`src/rtl/regio_arbiter_if.sv`:
```
`default_nettype none
// ============================================================================
// Module      : regio_arbiter_if
// Description : Bundle between the two register-access requesters, the
//               arbiter and the KSZ8851 register-access engine.
//               slave  - arbiter view (requests and engine status in,
//                        acks, read data and engine command out)
//               master - environment view (requesters plus engine)
//               Requester side: req, req_wr, req_dummy, req_offset0/1,
//                 req_length, req_wdata0/1 -> ack, err, rdata, grant
//               Engine side:    eng_wr, eng_offset, eng_length, eng_wdata,
//                 eng_dummy, eng_new_cmd <- eng_state, eng_rdata
// Revision    : 1.0 - initial release
// ============================================================================
interface regio_arbiter_if;
  logic [1:0]  req;
  logic [1:0]  req_wr;
  logic [1:0]  req_dummy;
  logic [7:0]  req_offset0;
  logic [7:0]  req_offset1;
  logic [1:0]  req_length;
  logic [15:0] req_wdata0;
  logic [15:0] req_wdata1;
  logic [1:0]  ack;
  logic        err;
  logic [15:0] rdata;
  logic [1:0]  grant;
  logic        eng_wr;
  logic [7:0]  eng_offset;
  logic        eng_length;
  logic [15:0] eng_wdata;
  logic        eng_dummy;
  logic        eng_new_cmd;
  logic [3:0]  eng_state;
  logic [15:0] eng_rdata;

  modport slave (
    input  req, req_wr, req_dummy, req_offset0, req_offset1, req_length,
           req_wdata0, req_wdata1, eng_state, eng_rdata,
    output ack, err, rdata, grant, eng_wr, eng_offset, eng_length,
           eng_wdata, eng_dummy, eng_new_cmd
  );

  modport master (
    output req, req_wr, req_dummy, req_offset0, req_offset1, req_length,
           req_wdata0, req_wdata1, eng_state, eng_rdata,
    input  ack, err, rdata, grant, eng_wr, eng_offset, eng_length,
           eng_wdata, eng_dummy, eng_new_cmd
  );
endinterface
`default_nettype wire

```
`src/rtl/regio_arbiter.sv`:
```
`default_nettype none
// ============================================================================
// Module      : regio_arbiter
// Description : Round-robin arbiter sharing the KSZ8851 register-access
//               engine between the init/config sequencer (requester 0) and
//               the TX/RX datapath (requester 1). Latches the winner's
//               command, holds NewCommand until the engine leaves Wait,
//               waits for the engine to return to Wait, then acks the
//               owner (with read data). A watchdog aborts with err after
//               TIMEOUT-1 cycles.
// Ports       : clk40m - 40 MHz clock
//               reset  - asynchronous, active-low
//               bus    - regio_arbiter_if.slave (requester + engine side)
// Revision    : 1.0 - initial release
// ============================================================================
module regio_arbiter #(
  parameter int         TIMEOUT   = 64,
  parameter logic [3:0] WAIT_CODE = 4'h9
) (
  input  logic            clk40m,
  input  logic            reset,
  regio_arbiter_if.slave  bus
);

  localparam logic [1:0] c_ST_IDLE  = 2'd0;
  localparam logic [1:0] c_ST_ISSUE = 2'd1;
  localparam logic [1:0] c_ST_BUSY  = 2'd2;
  localparam logic [1:0] c_ST_DONE  = 2'd3;

  // One spare bit so the increment can never wrap before saturation.
  localparam int              c_CW      = $clog2(TIMEOUT + 1) + 1;
  localparam logic [c_CW-1:0] c_TO_LAST = c_CW'(TIMEOUT - 1);

  logic [1:0]      r_state, w_state_n;
  logic            r_last, w_last_n;
  logic [c_CW-1:0] r_cnt, w_cnt_n, w_cnt_inc;
  logic [1:0]      r_ack, w_ack_n;
  logic            r_err, w_err_n;
  logic [15:0]     r_rdata, w_rdata_n;
  logic [1:0]      r_grant, w_grant_n;
  logic            r_eng_wr, w_eng_wr_n;
  logic [7:0]      r_eng_offset, w_eng_offset_n;
  logic            r_eng_length, w_eng_length_n;
  logic [15:0]     r_eng_wdata, w_eng_wdata_n;
  logic            r_eng_dummy, w_eng_dummy_n;
  logic            r_eng_new_cmd, w_eng_new_cmd_n;

  logic            w_pick;
  logic            w_eng_busy;
  logic            w_timeout;

  // Requester to serve: a lone request wins outright; on a tie the one
  // that did not own the engine last time wins.
  always_comb begin
    case (bus.req)
      2'b10:   w_pick = 1'b1;
      2'b11:   w_pick = ~r_last;
      default: w_pick = 1'b0;
    endcase
  end

  assign w_eng_busy = (bus.eng_state != WAIT_CODE);
  assign w_cnt_inc  = r_cnt + c_CW'(1);
  assign w_timeout  = (w_cnt_inc >= c_TO_LAST);

  // State register
  always_ff @(posedge clk40m or negedge reset) begin
    if (!reset) r_state <= c_ST_IDLE;
    else        r_state <= w_state_n;
  end

  // Next-state logic
  always_comb begin
    w_state_n = r_state;
    case (r_state)
      c_ST_IDLE:  if (|bus.req) w_state_n = c_ST_ISSUE;
      c_ST_ISSUE: begin
        if (w_eng_busy)     w_state_n = c_ST_BUSY;
        else if (w_timeout) w_state_n = c_ST_DONE;
      end
      c_ST_BUSY:  if (!w_eng_busy || w_timeout) w_state_n = c_ST_DONE;
      c_ST_DONE:  w_state_n = c_ST_IDLE;
      default:    w_state_n = c_ST_IDLE;
    endcase
  end

  // Output logic: next values of the registered outputs
  always_comb begin
    w_last_n        = r_last;
    w_cnt_n         = r_cnt;
    w_ack_n         = 2'b00;
    w_err_n         = 1'b0;
    w_rdata_n       = r_rdata;
    w_grant_n       = r_grant;
    w_eng_wr_n      = r_eng_wr;
    w_eng_offset_n  = r_eng_offset;
    w_eng_length_n  = r_eng_length;
    w_eng_wdata_n   = r_eng_wdata;
    w_eng_dummy_n   = r_eng_dummy;
    w_eng_new_cmd_n = r_eng_new_cmd;
    case (r_state)
      c_ST_IDLE: begin
        if (|bus.req) begin
          w_grant_n       = w_pick ? 2'b10 : 2'b01;
          w_last_n        = w_pick;
          w_eng_wr_n      = bus.req_wr[w_pick];
          w_eng_dummy_n   = bus.req_dummy[w_pick];
          w_eng_length_n  = bus.req_length[w_pick];
          w_eng_offset_n  = w_pick ? bus.req_offset1 : bus.req_offset0;
          w_eng_wdata_n   = w_pick ? bus.req_wdata1  : bus.req_wdata0;
          w_eng_new_cmd_n = 1'b1;
          w_cnt_n         = '0;
        end
      end
      c_ST_ISSUE: begin
        w_cnt_n = w_timeout ? c_TO_LAST : w_cnt_inc;
        // Hold NewCommand until the engine is seen to have accepted it,
        // then drop it so the engine cannot chain a second command.
        if (w_eng_busy) begin
          w_eng_new_cmd_n = 1'b0;
        end else if (w_timeout) begin
          w_eng_new_cmd_n = 1'b0;
          w_ack_n         = r_grant;
          w_err_n         = 1'b1;
        end
      end
      c_ST_BUSY: begin
        w_cnt_n = w_timeout ? c_TO_LAST : w_cnt_inc;
        if (!w_eng_busy) begin
          w_ack_n = r_grant;
          if (!r_eng_wr) w_rdata_n = bus.eng_rdata;
        end else if (w_timeout) begin
          w_ack_n = r_grant;
          w_err_n = 1'b1;
        end
      end
      c_ST_DONE: w_grant_n = 2'b00;
      default:   w_grant_n = 2'b00;
    endcase
  end

  // Registered outputs and datapath
  always_ff @(posedge clk40m or negedge reset) begin
    if (!reset) begin
      r_last        <= 1'b1;
      r_cnt         <= '0;
      r_ack         <= 2'b00;
      r_err         <= 1'b0;
      r_rdata       <= 16'h0000;
      r_grant       <= 2'b00;
      r_eng_wr      <= 1'b0;
      r_eng_offset  <= 8'h00;
      r_eng_length  <= 1'b0;
      r_eng_wdata   <= 16'h0000;
      r_eng_dummy   <= 1'b0;
      r_eng_new_cmd <= 1'b0;
    end else begin
      r_last        <= w_last_n;
      r_cnt         <= w_cnt_n;
      r_ack         <= w_ack_n;
      r_err         <= w_err_n;
      r_rdata       <= w_rdata_n;
      r_grant       <= w_grant_n;
      r_eng_wr      <= w_eng_wr_n;
      r_eng_offset  <= w_eng_offset_n;
      r_eng_length  <= w_eng_length_n;
      r_eng_wdata   <= w_eng_wdata_n;
      r_eng_dummy   <= w_eng_dummy_n;
      r_eng_new_cmd <= w_eng_new_cmd_n;
    end
  end

  assign bus.ack         = r_ack;
  assign bus.err         = r_err;
  assign bus.rdata       = r_rdata;
  assign bus.grant       = r_grant;
  assign bus.eng_wr      = r_eng_wr;
  assign bus.eng_offset  = r_eng_offset;
  assign bus.eng_length  = r_eng_length;
  assign bus.eng_wdata   = r_eng_wdata;
  assign bus.eng_dummy   = r_eng_dummy;
  assign bus.eng_new_cmd = r_eng_new_cmd;

endmodule
`default_nettype wire

```
`src/flat_wrapper.sv`:
```
// flat-port wrapper written by rule: the top's interface ports become plain ports
module regio_arbiter_flat 
#(
  parameter int         TIMEOUT   = 64,
  parameter logic [3:0] WAIT_CODE = 4'h9
)
  (clk40m, reset, bus_req, bus_req_wr, bus_req_dummy, bus_req_offset0, bus_req_offset1, bus_req_length, bus_req_wdata0, bus_req_wdata1, bus_eng_state, bus_eng_rdata, bus_ack, bus_err, bus_rdata, bus_grant, bus_eng_wr, bus_eng_offset, bus_eng_length, bus_eng_wdata, bus_eng_dummy, bus_eng_new_cmd);
  regio_arbiter_if bus_i ();
  input  logic clk40m;
  input  logic reset;
  input wire logic [$bits(bus_i.req)-1:0] bus_req;
  input wire logic [$bits(bus_i.req_wr)-1:0] bus_req_wr;
  input wire logic [$bits(bus_i.req_dummy)-1:0] bus_req_dummy;
  input wire logic [$bits(bus_i.req_offset0)-1:0] bus_req_offset0;
  input wire logic [$bits(bus_i.req_offset1)-1:0] bus_req_offset1;
  input wire logic [$bits(bus_i.req_length)-1:0] bus_req_length;
  input wire logic [$bits(bus_i.req_wdata0)-1:0] bus_req_wdata0;
  input wire logic [$bits(bus_i.req_wdata1)-1:0] bus_req_wdata1;
  input wire logic [$bits(bus_i.eng_state)-1:0] bus_eng_state;
  input wire logic [$bits(bus_i.eng_rdata)-1:0] bus_eng_rdata;
  output wire logic [$bits(bus_i.ack)-1:0] bus_ack;
  output wire logic [$bits(bus_i.err)-1:0] bus_err;
  output wire logic [$bits(bus_i.rdata)-1:0] bus_rdata;
  output wire logic [$bits(bus_i.grant)-1:0] bus_grant;
  output wire logic [$bits(bus_i.eng_wr)-1:0] bus_eng_wr;
  output wire logic [$bits(bus_i.eng_offset)-1:0] bus_eng_offset;
  output wire logic [$bits(bus_i.eng_length)-1:0] bus_eng_length;
  output wire logic [$bits(bus_i.eng_wdata)-1:0] bus_eng_wdata;
  output wire logic [$bits(bus_i.eng_dummy)-1:0] bus_eng_dummy;
  output wire logic [$bits(bus_i.eng_new_cmd)-1:0] bus_eng_new_cmd;
  assign bus_i.req = bus_req;
  assign bus_i.req_wr = bus_req_wr;
  assign bus_i.req_dummy = bus_req_dummy;
  assign bus_i.req_offset0 = bus_req_offset0;
  assign bus_i.req_offset1 = bus_req_offset1;
  assign bus_i.req_length = bus_req_length;
  assign bus_i.req_wdata0 = bus_req_wdata0;
  assign bus_i.req_wdata1 = bus_req_wdata1;
  assign bus_i.eng_state = bus_eng_state;
  assign bus_i.eng_rdata = bus_eng_rdata;
  assign bus_ack = bus_i.ack;
  assign bus_err = bus_i.err;
  assign bus_rdata = bus_i.rdata;
  assign bus_grant = bus_i.grant;
  assign bus_eng_wr = bus_i.eng_wr;
  assign bus_eng_offset = bus_i.eng_offset;
  assign bus_eng_length = bus_i.eng_length;
  assign bus_eng_wdata = bus_i.eng_wdata;
  assign bus_eng_dummy = bus_i.eng_dummy;
  assign bus_eng_new_cmd = bus_i.eng_new_cmd;
  regio_arbiter #(.TIMEOUT(TIMEOUT), .WAIT_CODE(WAIT_CODE)) u_core (.clk40m(clk40m), .reset(reset), .bus(bus_i));
endmodule
```
`config.mk`:
```
export PLATFORM = sky130hd
export DESIGN_NAME = regio_arbiter_flat
export DESIGN_NICKNAME = d
export VERILOG_FILES = /design/src/rtl/regio_arbiter_if.sv /design/src/rtl/regio_arbiter.sv /design/src/flat_wrapper.sv
export SDC_FILE = /design/constraint.sdc
export NUM_CORES = 1
export LEC_CHECK = 0
export BUFFER_PORTS_ARGS = -buffer_cell sky130_fd_sc_hd__clkbuf_2
export CAP_MARGIN = 20
export CORE_UTILIZATION = 35
export DETAILED_ROUTE_END_ITERATION = 16
export SLEW_MARGIN = 10
export SYNTH_ARGS = -nofsm -noshare
export SYNTH_HDL_FRONTEND = slang
export SYNTH_SLANG_ARGS = --single-unit
```
`constraint.sdc`:
```
create_clock -name clk40m -period 2.3 [get_ports clk40m]
set_input_delay 0.46 -clock clk40m [delete_from_list [all_inputs] [get_ports clk40m]]
set_output_delay 0.46 -clock clk40m [all_outputs]
set_load 0.02 [all_outputs]
```
==> flow_metrics.env, run 1 <==
export IMPL_register_area_mm2=0.001503
export IMPL_yosysTopAreaCell="dfrtp_1"
export IMPL_fmax_ghz=0.4844
export IMPL_syn_area_mm2=0.002878
export IMPL_overflow=0
export IMPL_cts_sink_count=60
export IMPL_drive_gt1_share_pct=47.97
export IMPL_antenna_found_initial=0
export IMPL_status="complete, no violations"
export IMPL_worstPathRequired_ns=2.52
export IMPL_htree_levels=3
export IMPL_wirelength_um=6530
export IMPL_cp_start_kind="register"
export IMPL_synth_top_cells_by_count="dfrtp_1 (59), a22o_1 (53), mux2_2 (16)"
export IMPL_portBuffers=126
export IMPL_grt_pass1_wl_um=10900
export IMPL_synth_area_per_cell_um2=12.14
export IMPL_powerDensity_mw_per_mm2=1352
export IMPL_die_y_um=92.68
export IMPL_initial_utilization_pct=36.67
export IMPL_yosys_warnings=0
export IMPL_synth_edf_count=0
export IMPL_drtIter0Drc=137
export IMPL_areaGrowthSynthToFinish_pct=33.52
export IMPL_clock_latency_ns=0.33
export IMPL_syn_num_nets=321
export IMPL_max_slew_margin_pct=42.20
export IMPL_min_period_ns=2.064
export IMPL_ant_nets=0
export IMPL_grt_usage_pct=16.13
export IMPL_crit_type="register to register"
export IMPL_yosys_register_bits=60
export IMPL_skew_ns=0.008369
export IMPL_cts_buffer_depth=2
export IMPL_finalPower_mw=5.196
export IMPL_path_clk_slew_ns=0.07
export IMPL_vias_per_cell=5.059
export IMPL_finalSetupViolCount=0
export IMPL_gpl_final_weighted_congestion=0.8785
export IMPL_grt_max_degree=61
export IMPL_max_cap_violations=0
export IMPL_drtPass1Iterations=4
export IMPL_core_mm2=0.007848
export IMPL_path_max_fanout=8
export IMPL_cts_setup_buffers=0
export IMPL_hp_class="input pin to asynchronous set/reset pin"
export IMPL_fp_dieW_um=92.68
export IMPL_synth_compound_area_share_pct=26.04
export IMPL_synth_cell_types=46
export IMPL_synthXorXnorAreaFrac_pct=0.3043
export IMPL_slew_violations=0
export IMPL_multi_input_area_mm2=0.001281
export IMPL_finalCritPeriodShare_pct=89.75
export IMPL_synth_main_ff_cell="dfrtp_1"
export IMPL_diodes=0
export IMPL_grt_pass1_vias=2392
export IMPL_synth_area_mux_share_pct=8.174
export IMPL_tns_ns=0
export IMPL_root_buffer="clkbuf_8"
export IMPL_cts_hold_buf=0
export IMPL_dieArea_mm2=0.008589
export IMPL_end_kind="register"
export IMPL_row_count=32
export IMPL_num_io_pins=127
export IMPL_ir_drop_mv=0.7477
export IMPL_p_leak_nw=1.976
export IMPL_synthSimpleGateAreaFrac_pct=7.043
export IMPL_tightest_slew_ns=0.8669
export IMPL_final_util_pct=48.96
export IMPL_synth_top_cell_area_share_pct=51.30
export IMPL_ys_top_cells_by_area="dfrtp_1 (51%), a22o_1 (16%), mux2_2 (6.3%)"
export IMPL_worstPathArrival_ns=2.28
export IMPL_timing_reg2reg_worst_path_depth=6
export IMPL_yosysMostFrequentCell="dfrtp_1"
export IMPL_synth_seq_area_share_pct=52.22
export IMPL_synthAdderAreaFrac_pct=2.609
export IMPL_cts_tree="built"
export IMPL_routedWlPerCell_um=13.86
export IMPL_hold_violations=0
export IMPL_rsz0062_at_grt="false"
export IMPL_cts_buffers_inserted=9
export IMPL_dpl_hpwl_um=4846
export IMPL_async_flop_share_pct=100.0
export IMPL_synth_cells=237
export IMPL_post_cts_resized=0
export IMPL_synth_top_family_by_area="compound AO/OA/AOI/OAI gates"
export IMPL_drc=0
export IMPL_fill_cells=760
export IMPL_num_vias=2383
export IMPL_nNetsFinal=448
[per-stage QoR]
step / hold WS [ns] / instance area [um2] / cells / worst slack (ns)
final: 0.1194 / 3842 / 471 / 0.2357
after detailed placement: 0.4813 / 3618 / 455 / 0.2454
after CTS: 0.1371 / 3842 / 471 / 0.2398
after global routing: 0.1343 / 3842 / 471 / 0.1147
after floorplan: 0.1644 / 2878 / 237 / 0.3117
after global placement: 0.4816 / 3618 / 455 / 0.3021
[flip-flops by register name, summed over array words and instances, names as in the netlist, 2 cells and up]
name,count
u_core.bus.eng_wdata,16
u_core.bus.rdata,16
u_core.bus.eng_offset,8
u_core.r_cnt,8
u_core.bus.ack,2
u_core.bus.grant,2
u_core.r_state,2
[report_power, final]
part	leakage [nW]	switching, mW	total (mW)	internal (mW)
Combinational	1.10	1.33	2.33	1.00
Clock	0.113	0.407	1.05	0.639
Sequential	0.764	0.305	1.82	1.51
[cell families (layout without fill, tap and decap cells)]
kind of cell    after synthesis  after routing
simple gates                 36             36
xor+xnor                      1              1
flops                        60             60
buf+inv                      20            152
compound gates               93             93
fa+ha+maj                     6              6
mux                          21             21
[cell type report]
| cell class | count | share of cell area, % |
|---|---|---|
| inverter | 3 | 0.2931 |
| sequential | 60 | 39.11 |
| tap | 102 | 3.321 |
| multi-input combinational | 157 | 33.34 |
| clock inverter | 6 | 2.247 |
| clock buffer | 10 | 3.582 |
| timing repair buffer | 133 | 18.10 |
[per-layer routing]
layer  track usage, %  vias up  wire (um)
li1                 -     1171          -
met2            25.49      108       3038
met3            5.419        8        482
met4            6.282        0        101
met5                0        -          0
met1            20.39     1096       2908
[layout by cell type, fill, tap and decap left out, types with 7 or more instances in the layout]
cell type / netlist / routed
clkbuf_2: 0 / 126
dfrtp_1: 59 / 59
a22o_1: 53 / 53
mux2_2: 16 / 16
nand2_1: 12 / 12
clkbuf_8: 0 / 10
a21oi_1: 8 / 8
o21ai_0: 8 / 7
[critical path, cell delays in order, from the launching register on]
cell	delay, ns
dfrtp_1	0.45
ha_1	0.27
and2_4	0.19
a211o_1	0.33
a221oi_2	0.30
nor2_1	0.11
mux2_4	0.31
[final timing paths]
kind | startpoint | endpoint | slack [ns]
max | u_core.r_cnt[0]$_DFFE_PN0P_ | u_core.r_state[1]$_DFFE_PN0P_ | 0.24
min | reset | u_core.r_cnt[4]$_DFFE_PN0P_ | 0.12
max reg2reg | u_core.r_cnt[0]$_DFFE_PN0P_ | u_core.r_state[1]$_DFFE_PN0P_ | 0.24
min reg2reg | u_core.bus.eng_offset[0]$_DFFE_PN0P_ | u_core.bus.eng_offset[0]$_DFFE_PN0P_ | 0.49
max in group asynchronous | reset | u_core.r_last$_DFFE_PN1P_ | 1.87
min in group clk40m | bus_eng_rdata[6] | u_core.bus.rdata[6]$_DFFE_PN0P_ | 0.35
No activity file was read; power rests on OpenSTA's default activity.
==> inputs of run 2 (changes only) <==
--- a/config.mk
+++ b/config.mk
@@ -7,6 +7,7 @@
 export LEC_CHECK = 0
 export BUFFER_PORTS_ARGS = -buffer_cell sky130_fd_sc_hd__clkbuf_2
 export CAP_MARGIN = 20
+export CORE_MARGIN = 2
 export CORE_UTILIZATION = 35
 export DETAILED_ROUTE_END_ITERATION = 16
 export SLEW_MARGIN = 10
==> flow_metrics.env, run 2 (same netlist as run 1, synthesis figures left out) <==
export IMPL_core_mm2=0.008093
export IMPL_num_vias=2325
export IMPL_hp_class="input pin to asynchronous set/reset pin"
export IMPL_min_period_ns=2.085
export IMPL_cp_start_kind="register"
export IMPL_tightest_slew_ns=0.5156
export IMPL_drive_gt1_share_pct=47.84
export IMPL_grt_max_degree=35
export IMPL_portBuffers=126
export IMPL_final_cell_mix="clkbuf_2 (126), dfrtp_1 (59), a22o_1 (53), mux2_2 (16), nand2_1 (12)"
export IMPL_powerDensity_mw_per_mm2=1331
export IMPL_overflow=0
export IMPL_rr_startpoint="u_core.r_cnt[0]$_DFFE_PN0P_"
export IMPL_fmax_ghz=0.4795
export IMPL_timing_reg2reg_worst_path_depth=6
export IMPL_initial_utilization_pct=35.56
export IMPL_finalPower_mw=5.100
export IMPL_ir_drop_mv=0.5489
export IMPL_die_y_um=94.68
export IMPL_status="complete, no violations"
export IMPL_grt_pass1_vias=2329
export IMPL_dieArea_mm2=0.008963
export IMPL_placed_cells_incl_taps=459
export IMPL_ant_nets=0
export IMPL_gpl_final_weighted_congestion=0.7676
export IMPL_routedWlPerCell_um=14.15
export IMPL_place_area_mm2=0.003630
export IMPL_final_area_mm2=0.003832
export IMPL_cts_sink_count=60
export IMPL_cts_tree="built"
export IMPL_p_leak_nw=1.970
export IMPL_cts_hold_buf=0
export IMPL_cts_buffer_depth=2
export IMPL_tns_ns=0
export IMPL_worstPathArrival_ns=2.30
export IMPL_skew_ns=0.007421
export IMPL_rsz0062_at_grt="false"
export IMPL_areaGrowthSynthToFinish_pct=33.17
export IMPL_vias_per_cell=4.895
export IMPL_grt_usage_pct=15.74
export IMPL_diodes=0
export IMPL_worstPathRequired_ns=2.51
export IMPL_row_count=33
export IMPL_slew_violations=0
export IMPL_nNetsFinal=449
export IMPL_finalNonFillerCells=475
export IMPL_path_max_fanout=8
export IMPL_fill_cells=820
export IMPL_htree_levels=3
export IMPL_fp_dieW_um=94.68
export IMPL_r2r_end="u_core.r_state[1]$_DFFE_PN0P_"
export IMPL_num_io_pins=127
export IMPL_max_cap_violations=0
export IMPL_drtIter0Drc=74
export IMPL_finalCritPeriodShare_pct=90.67
export IMPL_post_cts_resized=0
export IMPL_ff2ff_setup_slack_ns=0.21
export IMPL_drc=0
export IMPL_final_util_pct=47.36
export IMPL_grt_pass1_wl_um=10920
export IMPL_path_clk_slew_ns=0.06
export IMPL_root_buffer="clkbuf_8"
export IMPL_end_kind="register"
export IMPL_antenna_found_initial=0
export IMPL_cts_buffers_inserted=9
export IMPL_drtPass1Iterations=4
export IMPL_crit_type="register to register"
export IMPL_clock_latency_ns=0.33
export IMPL_cts_setup_buffers=0
export IMPL_dpl_hpwl_um=4985
export IMPL_finalSetupViolCount=0
export IMPL_max_slew_margin_pct=65.63
export IMPL_hold_violations=0
export IMPL_wirelength_um=6721
export IMPL_final_common_cell="clkbuf_2"
-- run 2: changes by cell type in the layout (fill, tap and decap cells not counted), sizes merged --
cell	before	now
clkbuf	136	138
buf	7	8
bufinv	2	1
inv	4	3
-- run 2: area by class of cell --
cell class	count	area [um2]	share of cell area (%)
Inverter	3	11.26	0.2938
Sequential cell	60	1503	39.21
Clock inverter	4	47.55	1.241
Timing Repair Buffer	134	703.2	18.35
Tap cell	105	131.4	3.428
Clock buffer	12	155.1	4.048
Multi-Input combinational cell	157	1281	33.43
-- run 2: through the flow --
step / hold slack [ns] / setup WS, ns
floorplan: 0.1644 / 0.3117
global placement: 0.4714 / 0.2861
detailed placement: 0.4711 / 0.2318
CTS: 0.09965 / 0.2224
global route: 0.1282 / 0.09644
finish: 0.09594 / 0.2146
-- run 2: worst max-delay path: stages, from the launching register on --
cell	delay (ns)
dfrtp_1	0.45
ha_1	0.27
and2_4	0.19
a211o_1	0.32
a221oi_2	0.32
nor2_1	0.11
mux2_4	0.30
-- run 2: report_power, final --
group          switching [mW]  leakage (nW)  internal (mW)  total [mW]
clock network           0.377         0.102          0.556       0.932
logic                    1.35          1.10          0.989        2.34
registers               0.316         0.764           1.51        1.83
total                    2.04          1.97           3.06        5.10
-- run 2: per-layer routing --
| metal | GRT usage [%] | share of wire, % |
|---|---|---|
| met4 | 4.710 | 0.79 |
| met5 | 0 | 0 |
| met1 | 20.17 | 45 |
| met2 | 25.83 | 49 |
| met3 | 4.549 | 5.7 |
-- run 2: worst max-delay path by stage --
stage	from	slack [ns]	to	cells past startpoint
global route	u_core.r_cnt[0]$_DFFE_PN0P_	0.1	u_core.r_state[1]$_DFFE_PN0P_	6
global placement	u_core.r_cnt[0]$_DFFE_PN0P_	0.29	u_core.r_state[1]$_DFFE_PN0P_	6
floorplan	u_core.r_cnt[0]$_DFFE_PN0P_	0.31	u_core.r_state[1]$_DFFE_PN0P_	7
detailed placement	u_core.r_cnt[0]$_DFFE_PN0P_	0.23	u_core.r_state[1]$_DFFE_PN0P_	6
CTS	u_core.r_cnt[0]$_DFFE_PN0P_	0.22	u_core.r_state[1]$_DFFE_PN0P_	6
finish	u_core.r_cnt[0]$_DFFE_PN0P_	0.21	u_core.r_state[1]$_DFFE_PN0P_	6
